<file path="src/rtl/uart_pkg.sv">
// Shared definitions for the UART transmit path.
// Contents:
//   DATA_BITS                  payload bits per frame (fixed at 8)
//   IDX_W                      width of the data bit index
//   LINE_IDLE / START_LEVEL / STOP_LEVEL   serial line levels
//   tx_state_t                 transmitter FSM state encoding
package uart_pkg;

    localparam int DATA_BITS = 8;
    localparam int IDX_W     = $clog2(DATA_BITS);

    localparam logic LINE_IDLE   = 1'b1;
    localparam logic START_LEVEL = 1'b0;
    localparam logic STOP_LEVEL  = 1'b1;

    typedef enum logic [1:0] {
        IDLE,
        START,
        DATA,
        STOP
    } tx_state_t;

endpackage

</file>
<file path="src/rtl/uart_bit_timer.sv">
// Bit-period timer for the UART transmitter.
// Counts 0..CLKS_PER_BIT-1 while enabled and raises bit_strobe during the
// last cycle of each bit period, then wraps to 0.
// Ports:
//   clk        system clock, rising edge
//   rst        asynchronous active-high reset
//   enable     count while high
//   clear      force the count to 0 (takes priority over enable)
//   bit_strobe high in the final cycle of a bit period
module uart_bit_timer #(
    parameter int CLKS_PER_BIT = 10
) (
    input  logic clk,
    input  logic rst,
    input  logic enable,
    input  logic clear,
    output logic bit_strobe
);

    localparam int               CNT_W = (CLKS_PER_BIT > 1) ? $clog2(CLKS_PER_BIT) : 1;
    localparam logic [CNT_W-1:0] LAST  = CNT_W'(CLKS_PER_BIT - 1);

    logic [CNT_W-1:0] count;

    always_ff @(posedge clk or posedge rst) begin
        if (rst) begin
            count <= '0;
        end else if (clear) begin
            count <= '0;
        end else if (enable) begin
            count <= (count == LAST) ? '0 : count + 1'b1;
        end
    end

    // Internal strobe only; every block output that uses it is registered.
    assign bit_strobe = enable && (count == LAST);

endmodule

</file>
<file path="src/rtl/uart_tx_block.sv">
// 8N1 UART transmitter with a one-byte holding register ahead of the
// shift register, so the next byte can be queued while a frame is on the
// wire. Consecutive frames are sent with no idle gap between them.
// Ports:
//   clk            system clock, rising edge
//   rst            asynchronous active-high reset; aborts any frame
//   tx_data        byte to send, sampled only when tx_load=1
//   tx_load        single-cycle write strobe
//   overrun_clear  clears overrun_error (a same-edge overrun wins)
//   serial_out     UART line, idle high
//   tx_busy        high during start, data and stop bits
//   buffer_full    holding register occupied
//   tx_done        one-cycle pulse at the end of each stop bit
//   overrun_error  sticky: a write was dropped because the buffer was full
import uart_pkg::*;

module uart_tx_block #(
    parameter int CLKS_PER_BIT = 10
) (
    input  logic                 clk,
    input  logic                 rst,
    input  logic [DATA_BITS-1:0] tx_data,
    input  logic                 tx_load,
    input  logic                 overrun_clear,
    output logic                 serial_out,
    output logic                 tx_busy,
    output logic                 buffer_full,
    output logic                 tx_done,
    output logic                 overrun_error
);

    localparam logic [IDX_W-1:0] LAST_IDX = IDX_W'(DATA_BITS - 1);

    tx_state_t            state, state_d;
    logic [DATA_BITS-1:0] hold;
    logic [DATA_BITS-1:0] shift, shift_d;
    logic [IDX_W-1:0]     bit_idx, bit_idx_d;
    logic                 bit_strobe;
    logic                 transfer;
    logic                 load_accept;
    logic                 overrun_set;
    logic                 line_d;
    logic                 busy_d;
    logic                 done_d;

    uart_bit_timer #(
        .CLKS_PER_BIT(CLKS_PER_BIT)
    ) u_bit_timer (
        .clk        (clk),
        .rst        (rst),
        .enable     (state != IDLE),
        .clear      (state == IDLE),
        .bit_strobe (bit_strobe)
    );

    always_ff @(posedge clk or posedge rst) begin
        if (rst) begin
            state <= IDLE;
        end else begin
            state <= state_d;
        end
    end

    // Next state plus the next values of the registered line/busy/done
    // outputs, so the line changes on the same edge as the state.
    always_comb begin
        state_d   = state;
        shift_d   = shift;
        bit_idx_d = bit_idx;
        transfer  = 1'b0;
        done_d    = 1'b0;

        case (state)
            IDLE: begin
                if (buffer_full) begin
                    transfer = 1'b1;
                    state_d  = START;
                end
            end
            START: begin
                if (bit_strobe) begin
                    state_d   = DATA;
                    bit_idx_d = '0;
                end
            end
            DATA: begin
                if (bit_strobe) begin
                    if (bit_idx == LAST_IDX) begin
                        state_d = STOP;
                    end else begin
                        shift_d   = shift >> 1;
                        bit_idx_d = bit_idx + 1'b1;
                    end
                end
            end
            STOP: begin
                if (bit_strobe) begin
                    done_d = 1'b1;
                    // Chain straight into the next start bit when a byte waits.
                    if (buffer_full) begin
                        transfer = 1'b1;
                        state_d  = START;
                    end else begin
                        state_d = IDLE;
                    end
                end
            end
            default: state_d = IDLE;
        endcase

        if (transfer) begin
            shift_d = hold;
        end

        case (state_d)
            START:   line_d = START_LEVEL;
            DATA:    line_d = shift_d[0];
            STOP:    line_d = STOP_LEVEL;
            default: line_d = LINE_IDLE;
        endcase

        busy_d = (state_d != IDLE);
    end

    // A write into a full buffer is only accepted when the held byte moves
    // to the shifter on that same edge.
    assign load_accept = tx_load && (!buffer_full || transfer);
    assign overrun_set = tx_load && buffer_full && !transfer;

    always_ff @(posedge clk or posedge rst) begin
        if (rst) begin
            hold          <= '0;
            shift         <= '0;
            bit_idx       <= '0;
            buffer_full   <= 1'b0;
            overrun_error <= 1'b0;
            serial_out    <= LINE_IDLE;
            tx_busy       <= 1'b0;
            tx_done       <= 1'b0;
        end else begin
            shift      <= shift_d;
            bit_idx    <= bit_idx_d;
            serial_out <= line_d;
            tx_busy    <= busy_d;
            tx_done    <= done_d;

            if (load_accept) begin
                hold        <= tx_data;
                buffer_full <= 1'b1;
            end else if (transfer) begin
                buffer_full <= 1'b0;
            end

            if (overrun_set) begin
                overrun_error <= 1'b1;
            end else if (overrun_clear) begin
                overrun_error <= 1'b0;
            end
        end
    end

endmodule

</file>
<file path="config.mk">
export PLATFORM = sky130hd
export DESIGN_NAME = uart_tx_block
export DESIGN_NICKNAME = d
export VERILOG_FILES = /design/src/rtl/uart_pkg.sv /design/src/rtl/uart_bit_timer.sv /design/src/rtl/uart_tx_block.sv
export SDC_FILE = /design/constraint.sdc
export NUM_CORES = 1
export LEC_CHECK = 0
export BUFFER_PORTS_ARGS = -buffer_cell sky130_fd_sc_hd__buf_2
export CORE_MARGIN = 5
export CORE_UTILIZATION = 51
export DETAILED_ROUTE_END_ITERATION = 12
export PLACE_DENSITY_LB_ADDON = 0.08
export SETUP_SLACK_MARGIN = 0.05
export SYNTH_ARGS = -nofsm -noshare
export SYNTH_HDL_FRONTEND = slang
export SYNTH_SLANG_ARGS = --single-unit
</file>
<file path="constraint.sdc">
create_clock -name clk -period 2.1 [get_ports clk]
set_input_delay 0.21 -clock clk [delete_from_list [all_inputs] [get_ports clk]]
set_output_delay 0.21 -clock clk [all_outputs]
set_load 0.01 [all_outputs]
</file>
# ---- Yosys cells after proc, flatten, opt, wreduce, memory -nomap -nowiden
# Index checks and enable logic that the tools add are counted.
dict set report word_totals {
  reg_bits 30
  out_inout_bits 5
  word_cells 70
}
dict set report classes {
  addsub 2
  n_eq_ne 11
  n_mux 28
  n_reduce_logical 18
}
# op n
set ops {}
lappend ops {{$mux 8} 4}
lappend ops {{$reduce_bool 2->1} 8}
lappend ops {{$mux 4} 3}
lappend ops {{$mux 2} 5}
lappend ops {{$mux 1} 9}
lappend ops {{$mux 3} 3}
lappend ops {{$ne 2x2->1 const B} 4}
lappend ops {{$pmux 2 s4} 1}
lappend ops {{$eq 2x2->1 const B} 3}
lappend ops {{$pmux 3 s2} 1}
lappend ops {{$add 4x1->4 const B} 1}
lappend ops {{$eq 2x1->1 const B} 2}
lappend ops {{$eq 4x4->1 const B} 1}
lappend ops {{$logic_and 1x1->1} 4}
lappend ops {{$pmux 1 s2} 2}
lappend ops {{$reduce_and 4->1} 1}
lappend ops {{$add 3x1->3 const B} 1}
lappend ops {{$eq 3x3->1 const B} 1}
lappend ops {{$reduce_and 3->1} 1}
lappend ops {{$logic_not 1->1} 2}
lappend ops {{$logic_not 2->1} 1}
lappend ops {{$logic_or 1x1->1} 1}

# ---- Longest topological paths before layout
# Gate-level depths: netlist of the first run.
dict set report logic_depth {
  depth_word 7
  ltp_mapped 8
  depth_no_buf 7
}

# ---- Cells and area by module
# Synthesis of the first run repeated with hierarchy kept, for this count alone.
dict set report hier_totals {
  hier_cells 132
  area_unflattened_um2 1525.2
}
# module instances cells_per_inst area_each_um2
set modules_own_cells {}
lappend modules_own_cells {uart_tx_block 1 105 1281.2}
lappend modules_own_cells {uart_bit_timer 1 27 244.0}

# ---- Least setup slack after synthesis of the first run
# OpenSTA, ideal clock, no wires.
dict set report synth_timing {
  path_kind {reg2reg}
  start {register bit_idx[0]}
  end {register serial_out}
  setup_time_ns 0.077
  arrival_time_ns 2.027
  t_required_ns 2.023
  setup_slack_ns -0.004
  stages_incl_launch_ff 8
  path_cell_list {dfrtp_1 > ha_1 > ha_1 > or4b_4 > buf_6 > mux2i_1 > or2_2 > a31oi_1}
}
dict set report synth_between {
  elab_chain_len 6
}
# element line
set synth_lines {}
lappend synth_lines {{start, declared} uart_tx_block.sv:37} ;# logic [IDX_W-1:0] bit_idx, bit_idx_d;
lappend synth_lines {{start signal, assigned} uart_tx_block.sv:142} ;# bit_idx <= bit_idx_d;
lappend synth_lines {{$eq 3x3->1 *} uart_tx_block.sv:88} ;# if (bit_idx == LAST_IDX) begin
lappend synth_lines {{$mux 2 / $mux 8 (equally long branches)} uart_tx_block.sv:88}
lappend synth_lines {{$mux 2 / $mux 8 (equally long branches)} uart_tx_block.sv:87} ;# if (bit_strobe) begin
lappend synth_lines {{$pmux 2 s4 / $mux 8 (equally long branches)} uart_tx_block.sv:73} ;# case (state)
lappend synth_lines {{$eq 2x2->1 (tied with other cells)} uart_tx_block.sv:115} ;# case (state_d)
lappend synth_lines {{$pmux 1 s2 *} uart_tx_block.sv:115}
lappend synth_lines {{via line_d} uart_tx_block.sv:42} ;# logic line_d;
lappend synth_lines {{end signal, assigned} uart_tx_block.sv:143} ;# serial_out <= line_d;
lappend synth_lines {{end, declared} uart_tx_block.sv:25} ;# output logic serial_out,
# Mark *: on every way through the listed nets, which the timed path passes. The rest lies on a longest branch. The select of a mux whose other input is x is not followed.
# A chain may end at the register's enable or synchronous reset.

# ---- Final worst setup path of the first run
# Same ends and word-level chain as after synthesis.

==> results of run 1 <==
[registers in the layout, indices dropped and copies added, names as in the netlist, 2 cells and up]
register / flops
bit_idx: 3
u_bit_timer.count: 4
hold: 8
state: 2
shift: 8
[worst max-delay path by stage]
stage / to / slack [ps] / cells after the start
detailed placement: serial_out / 140 / 6
finish: serial_out / 120 / 6
floorplan: serial_out / 80 / 7
global placement: serial_out / 160 / 6
CTS: serial_out / 110 / 6
global route: hold[7] / 70 / 6
[layer usage]
layer  track usage, %  vias up  wire length [microns]
met3             6.04        4                    144
met5                0        -                      0
met4             4.68        0                     34
li1                 -      513                      -
met1             17.2      489                   1210
met2             23.2       23                   1250
[cell type report]
| type | count | area [sq um] |
|---|---|---|
| Inverter | 8 | 30.0 |
| Fill cell | 232 | 1020 |
| Multi-Input combinational cell | 90 | 688 |
| Clock inverter | 1 | 5.00 |
| Timing Repair Buffer | 24 | 143 |
| Clock buffer | 7 | 55.1 |
| Tap cell | 31 | 38.8 |
| Sequential cell | 30 | 752 |
[worst register-to-register path, delay by kind of cell (launching register included)]
family          cells  cell delay (ps)
compound gates      1              160
simple gates        2              820
flops               1              410
fa+ha+maj           2              390
mux                 1              130
[power by group]
part	internal, uW	switching, uW
Sequential	596	9.86
Clock	162	188
Combinational	24.2	19.1
Total	783	217
[Yosys cell counts]
| cell type | number | area, sq um |
|---|---|---|
| nor2_1 | 7 | 26.3 |
| nor3_1 | 1 | 5.00 |
| a22o_1 | 3 | 26.3 |
| nand2b_1 | 1 | 6.26 |
| buf_4 | 1 | 7.51 |
| mux2i_1 | 7 | 70.1 |
| and2_1 | 1 | 6.26 |
| buf_2 | 1 | 5.00 |
| dfrtp_1 | 29 | 726 |
| o21ai_0 | 13 | 65.1 |
| dfstp_2 | 1 | 26.3 |
| o31ai_1 | 1 | 7.51 |
| ha_1 | 7 | 87.6 |
| a21o_1 | 2 | 15.0 |
| mux2_2 | 9 | 101 |
| nor4_1 | 1 | 6.26 |
| o21a_1 | 2 | 15.0 |
| xnor2_1 | 1 | 8.76 |
| or4b_4 | 1 | 13.8 |
| clkbuf_1 | 1 | 3.75 |
| a22oi_1 | 1 | 7.51 |
| o21ba_2 | 1 | 10.0 |
| buf_6 | 1 | 11.3 |
| a311o_1 | 1 | 10.0 |
| o31a_1 | 1 | 8.76 |
| a21oi_1 | 2 | 10.0 |
| o21ai_2 | 1 | 8.76 |
| nand2_1 | 20 | 75.1 |
| inv_1 | 8 | 30.0 |
| a31oi_1 | 1 | 6.26 |
| nor3b_4 | 1 | 18.8 |
| nand4bb_1 | 1 | 11.3 |
| or2_2 | 1 | 6.26 |
| o22ai_1 | 2 | 12.5 |
[kinds of logic after synthesis]
| kind of cell | after synthesis | share of synthesized area (%) |
|---|---|---|
| AOI/OAI and AO/OA | 31 | 13.9 |
| xor gates and xnor gates | 1 | 0.602 |
| adders and majority gates | 7 | 6.02 |
| buffers and inverters | 12 | 3.95 |
| DFF | 30 | 51.7 |
| muxes | 16 | 11.8 |
| and+or+nand+nor | 35 | 12.0 |
[stage by stage]
step | hold WS [ps] | utilization (%) | cells | power [uW]
floorplan | 300 | - | 132 | 641
global placement | 291 | 58.9 | 181 | 658
detailed placement | 301 | 58.9 | 181 | 661
CTS | 45.7 | 61.4 | 190 | 1010
global route | 60.7 | 62.6 | 191 | 1060
finish | 52.5 | 62.6 | 191 | 999
[repair_timing]
| action | 4_1_cts | 5_1_grt |
|---|---|---|
| hold endpoints to repair | 29 | 0 |
| gates resized for setup | 0 | 3 |
| hold buffers | 1 | 0 |
| buffers inserted | 0 | 1 |
| endpoints found under the setup margin | 0 | 1 |
==> impl_metrics.toml, run 1 <==
[run_status]
status = "finished clean"

[setup_path]
path_class = "reg2reg"
startpoint_type = "flop"
crit_path_start = "bit_idx[0]"
slowest_delay_ps = 530
worstPathMaxFanout = 8
r2r_slack_ps = 120
critPathTopFamily = "simple AND/OR/NAND/NOR gates"
worstPathRequired_ps = 2360
rr_worst_depth = 6
path_buf_inv = 0
r2r-end = "serial_out"
worstPathArrival_ps = 2240
r2r-start = "bit_idx[0]"
end_kind = "flop"
cp_slowest_cell = "or4b_4"
crit_path_cell_trace = "ha_2, ha_4, or4b_4, mux2i_1, or2_2, a31oi_2"

[layout]
layout-drive-gt1-share_pct = 31.9
final_area_sq_mm = 0.00171
syn_to_final_growth_pct = 17.6
final_common_cell = "dfrtp_1"
final_cell_mix = "dfrtp_1 (29), nand2_1 (20), buf_2 (16)"
final_net_count = 178
n_antenna_cell = 0

[drt]
drc = 0
drt-initial-drc-count = 33
avgViaCountPerCell = 5.39
dr_total_vias = 1029
antenna_left = 0
wire_per_inst_microns = 13.8
firstDrtPassIters = 4
wl_microns = 2640

[sta]
fmax_ghz = 0.506
finClkSkew_ps = 3.78
period_needed_ps = 1980
slew_headroom_pct = 76.2
fin_tns_setup_ps = 0
setup_viol = 0
timing.final.ws_setup_ps = 123
worst_pin_slew_ps = 353
rsz0062_at_grt = "false"
hold_viol = 0
slew_viol_final = 0
period_share_pct = 94.1

[clock_tree]
cts.sinks = 30
htreeDepth = 2
path_clk_slew_ps = 90
tritoncts = "yes"
insertion_delay_ps = 320
clk_root_buffer_cell = "clkbuf_4"
clock_path_buffers = 2
numCtsBuffers = 5

[floorplan]
die_w_microns = 63.4
rows = 19
die_y_microns = 63.4
start_util_pct = 53.2
core-area_sq_mm = 0.00273
pin_count = 17
die_area_sq_mm = 0.00402

[placement]
dpl_cell_area_sq_mm = 0.00161
post-place-ws_ps = 142
dpl.hpwl_microns = 1900
portBuffers = 16
routabilityCongestion = 0.772

[worst_hold_path]
worstHoldStart = "overrun_clear"
min_delay_path_depth = 2
hold_class = "in2reg"
worstHoldEndpoint = "overrun_error"

[logic_synthesis]
synth_area_sq_mm = 0.00146
synthCells = 132
ys_types = 34
synth-seq-area-share_pct = 51.7
syn_avg_cell_area_sq_um = 11.0
synth_warnings = 0
synth_nets = 151
ys_ff_latch = 30

[job]
drv_cap = 0

[global_routing]
grt_usage_pct = 14.4
grt_start_max_net_pins = 31
antenna_found_initial = 0
grt_pass1_vias = 1031
grt_overflow = 0
grt_pass1_wl_microns = 4520

[pwr]
p_leak_uw = 0.000834
p_per_area_mw_per_mm2 = 584
peakVddDrop_mv = 0.481
Note: power is estimated with default switching activity, not from simulation.
==> run 2, diff against run 1 <==
Settings changed: BUFFER_PORTS_ARGS -buffer_cell sky130_fd_sc_hd__buf_2 to not set, CORE_UTILIZATION 51 to 55, DONT_BUFFER_PORTS set to 1, RECOVER_POWER set to 50.
==> impl_metrics.toml, run 2 (synthesis results as in run 1) <==
[run_status]
status = "finished clean"

[worst_hold_path]
hold_class = "in2reg"

[drt]
firstDrtPassIters = 4
avgViaCountPerCell = 5.53
drt-initial-drc-count = 43
wl_met3_microns = 80
route.met2.wl_microns = 1170
wl_microns = 2350
dr_total_vias = 973
top_layer = "met4"
wire_per_inst_microns = 13.4
antenna_left = 0
met1Wirelength_microns = 1020
drc = 0

[global_routing]
grt_start_max_net_pins = 24
antenna_found_initial = 0
grt_pass1_vias = 1057
grt_overflow = 0
grt_usage_pct = 16.9
grt_pass1_wl_microns = 4570

[sta]
period_share_pct = 94.5
worst_pin_slew_ps = 571
fmax_ghz = 0.504
finClkSkew_ps = 6.61
period_needed_ps = 1980
setup_viol = 0
hold_viol = 0
rsz0062_at_grt = "false"
fin_tns_setup_ps = 0
slew_headroom_pct = 62.0
slew_viol_final = 0

[clock_tree]
clock_path_buffers = 2
tritoncts = "yes"
clk_root_buffer_cell = "clkbuf_4"
htreeDepth = 2
path_clk_slew_ps = 90
numCtsBuffers = 5
cts.sinks = 30
insertion_delay_ps = 330

[floorplan]
die_y_microns = 61.4
start_util_pct = 58.2
pin_count = 17
core-area_sq_mm = 0.00250
die_area_sq_mm = 0.00377
rows = 18
die_w_microns = 61.4

[setup_path]
end_kind = "flop"
startpoint_type = "flop"
worstPathRequired_ps = 2360
worstPathMaxFanout = 8
worstPathArrival_ps = 2240
path_class = "reg2reg"
r2r_slack_ps = 120

[pwr]
p_leak_uw = 0.000776
p_per_area_mw_per_mm2 = 606
p_sw_uw = 217
combPwrFrac_pct = 3.5
peakVddDrop_mv = 0.547
total_power_uw = 994
power.share.switching_pct = 21.9
clkPwrFrac_pct = 35.5
pwr-share-seq_pct = 61.0
internal-power_uw = 777

[layout]
final_common_cell = "dfrtp_1"
n_antenna_cell = 0
syn_to_final_growth_pct = 12.6
final_net_count = 164
layout-drive-gt1-share_pct = 24.7
final_cell_mix = "dfrtp_1 (28), nand2_1 (19), o21ai_0 (12)"
reg_top3 = "hold x8, shift x8, u_bit_timer.count x4"

[placement]
portBuffers = 0
dpl.hpwl_microns = 1680
routabilityCongestion = 0.763

[job]
drv_cap = 0
==> run 2: area by class of cell <==
type                    instances  area, sq um
flip-flops and latches         30          753
multi-input cells              90          678
inverters                       8         30.0
fillers                       200          861
clock inverters                 1         5.00
repair buffers                 10         80.1
well taps                      30         37.5
clock buffers                   7         55.1
==> run 2: final timing paths <==
check	from	to	depth (start not counted)
worst min-delay path	tx_data[0]	hold[0]	1
min in group asynchronous	rst	overrun_error	2
max in group asynchronous	rst	state[0]	3
worst min register to register	hold[3]	shift[3]	2
worst max-delay path	bit_idx[0]	serial_out	6
worst max register to register	bit_idx[0]	serial_out	6
==> run 2: power by group through the flow <==
| stage | clock, uW | sequential, uW | combinational (uW) |
|---|---|---|---|
| 3_3_place_gp | 0 | 617 | 31.2 |
| 6_report | 353 | 606 | 35.1 |
| 4_1_cts | 366 | 606 | 37.0 |
| 5_1_grt | 397 | 610 | 42.3 |
| 3_5_place_dp | 0 | 618 | 32.2 |
| 2_1_floorplan | 0 | 615 | 25.9 |
==> run 2: timing repair <==
item	in CTS	in global routing
gates resized for setup	0	6
hold endpoints to repair	9	0
hold buffers	3	0
endpoints found under the setup margin	0	13
buffers inserted	0	2
==> run 2: per-stage QoR <==
stage	std cells	setup slack [ps]	utilization, %	hold WS [ps]	instance area, sq um
floorplan	132	79.9	-	300	1470
global placement	163	88.4	60.8	46.2	1520
detailed placement	163	86.2	60.8	52.8	1520
CTS	174	62.9	64.4	10.9	1610
global route	176	45.1	65.6	7.20	1640
finish	176	116	65.6	20.1	1640
==> run 2: critical path: stages (launching register included) <==
cell     delay [ps]
dfrtp_1         420
ha_2            210
ha_4            180
or4b_4          530
mux2i_1         130
or2_2           280
a31oi_1         170
==> run 2: metal layers <==
metal  GRT usage (%)  vias up
li1                -      483
met1            19.4      462
met2            27.6       18
met3            4.61       10
met4            10.9        0
met5               0        -
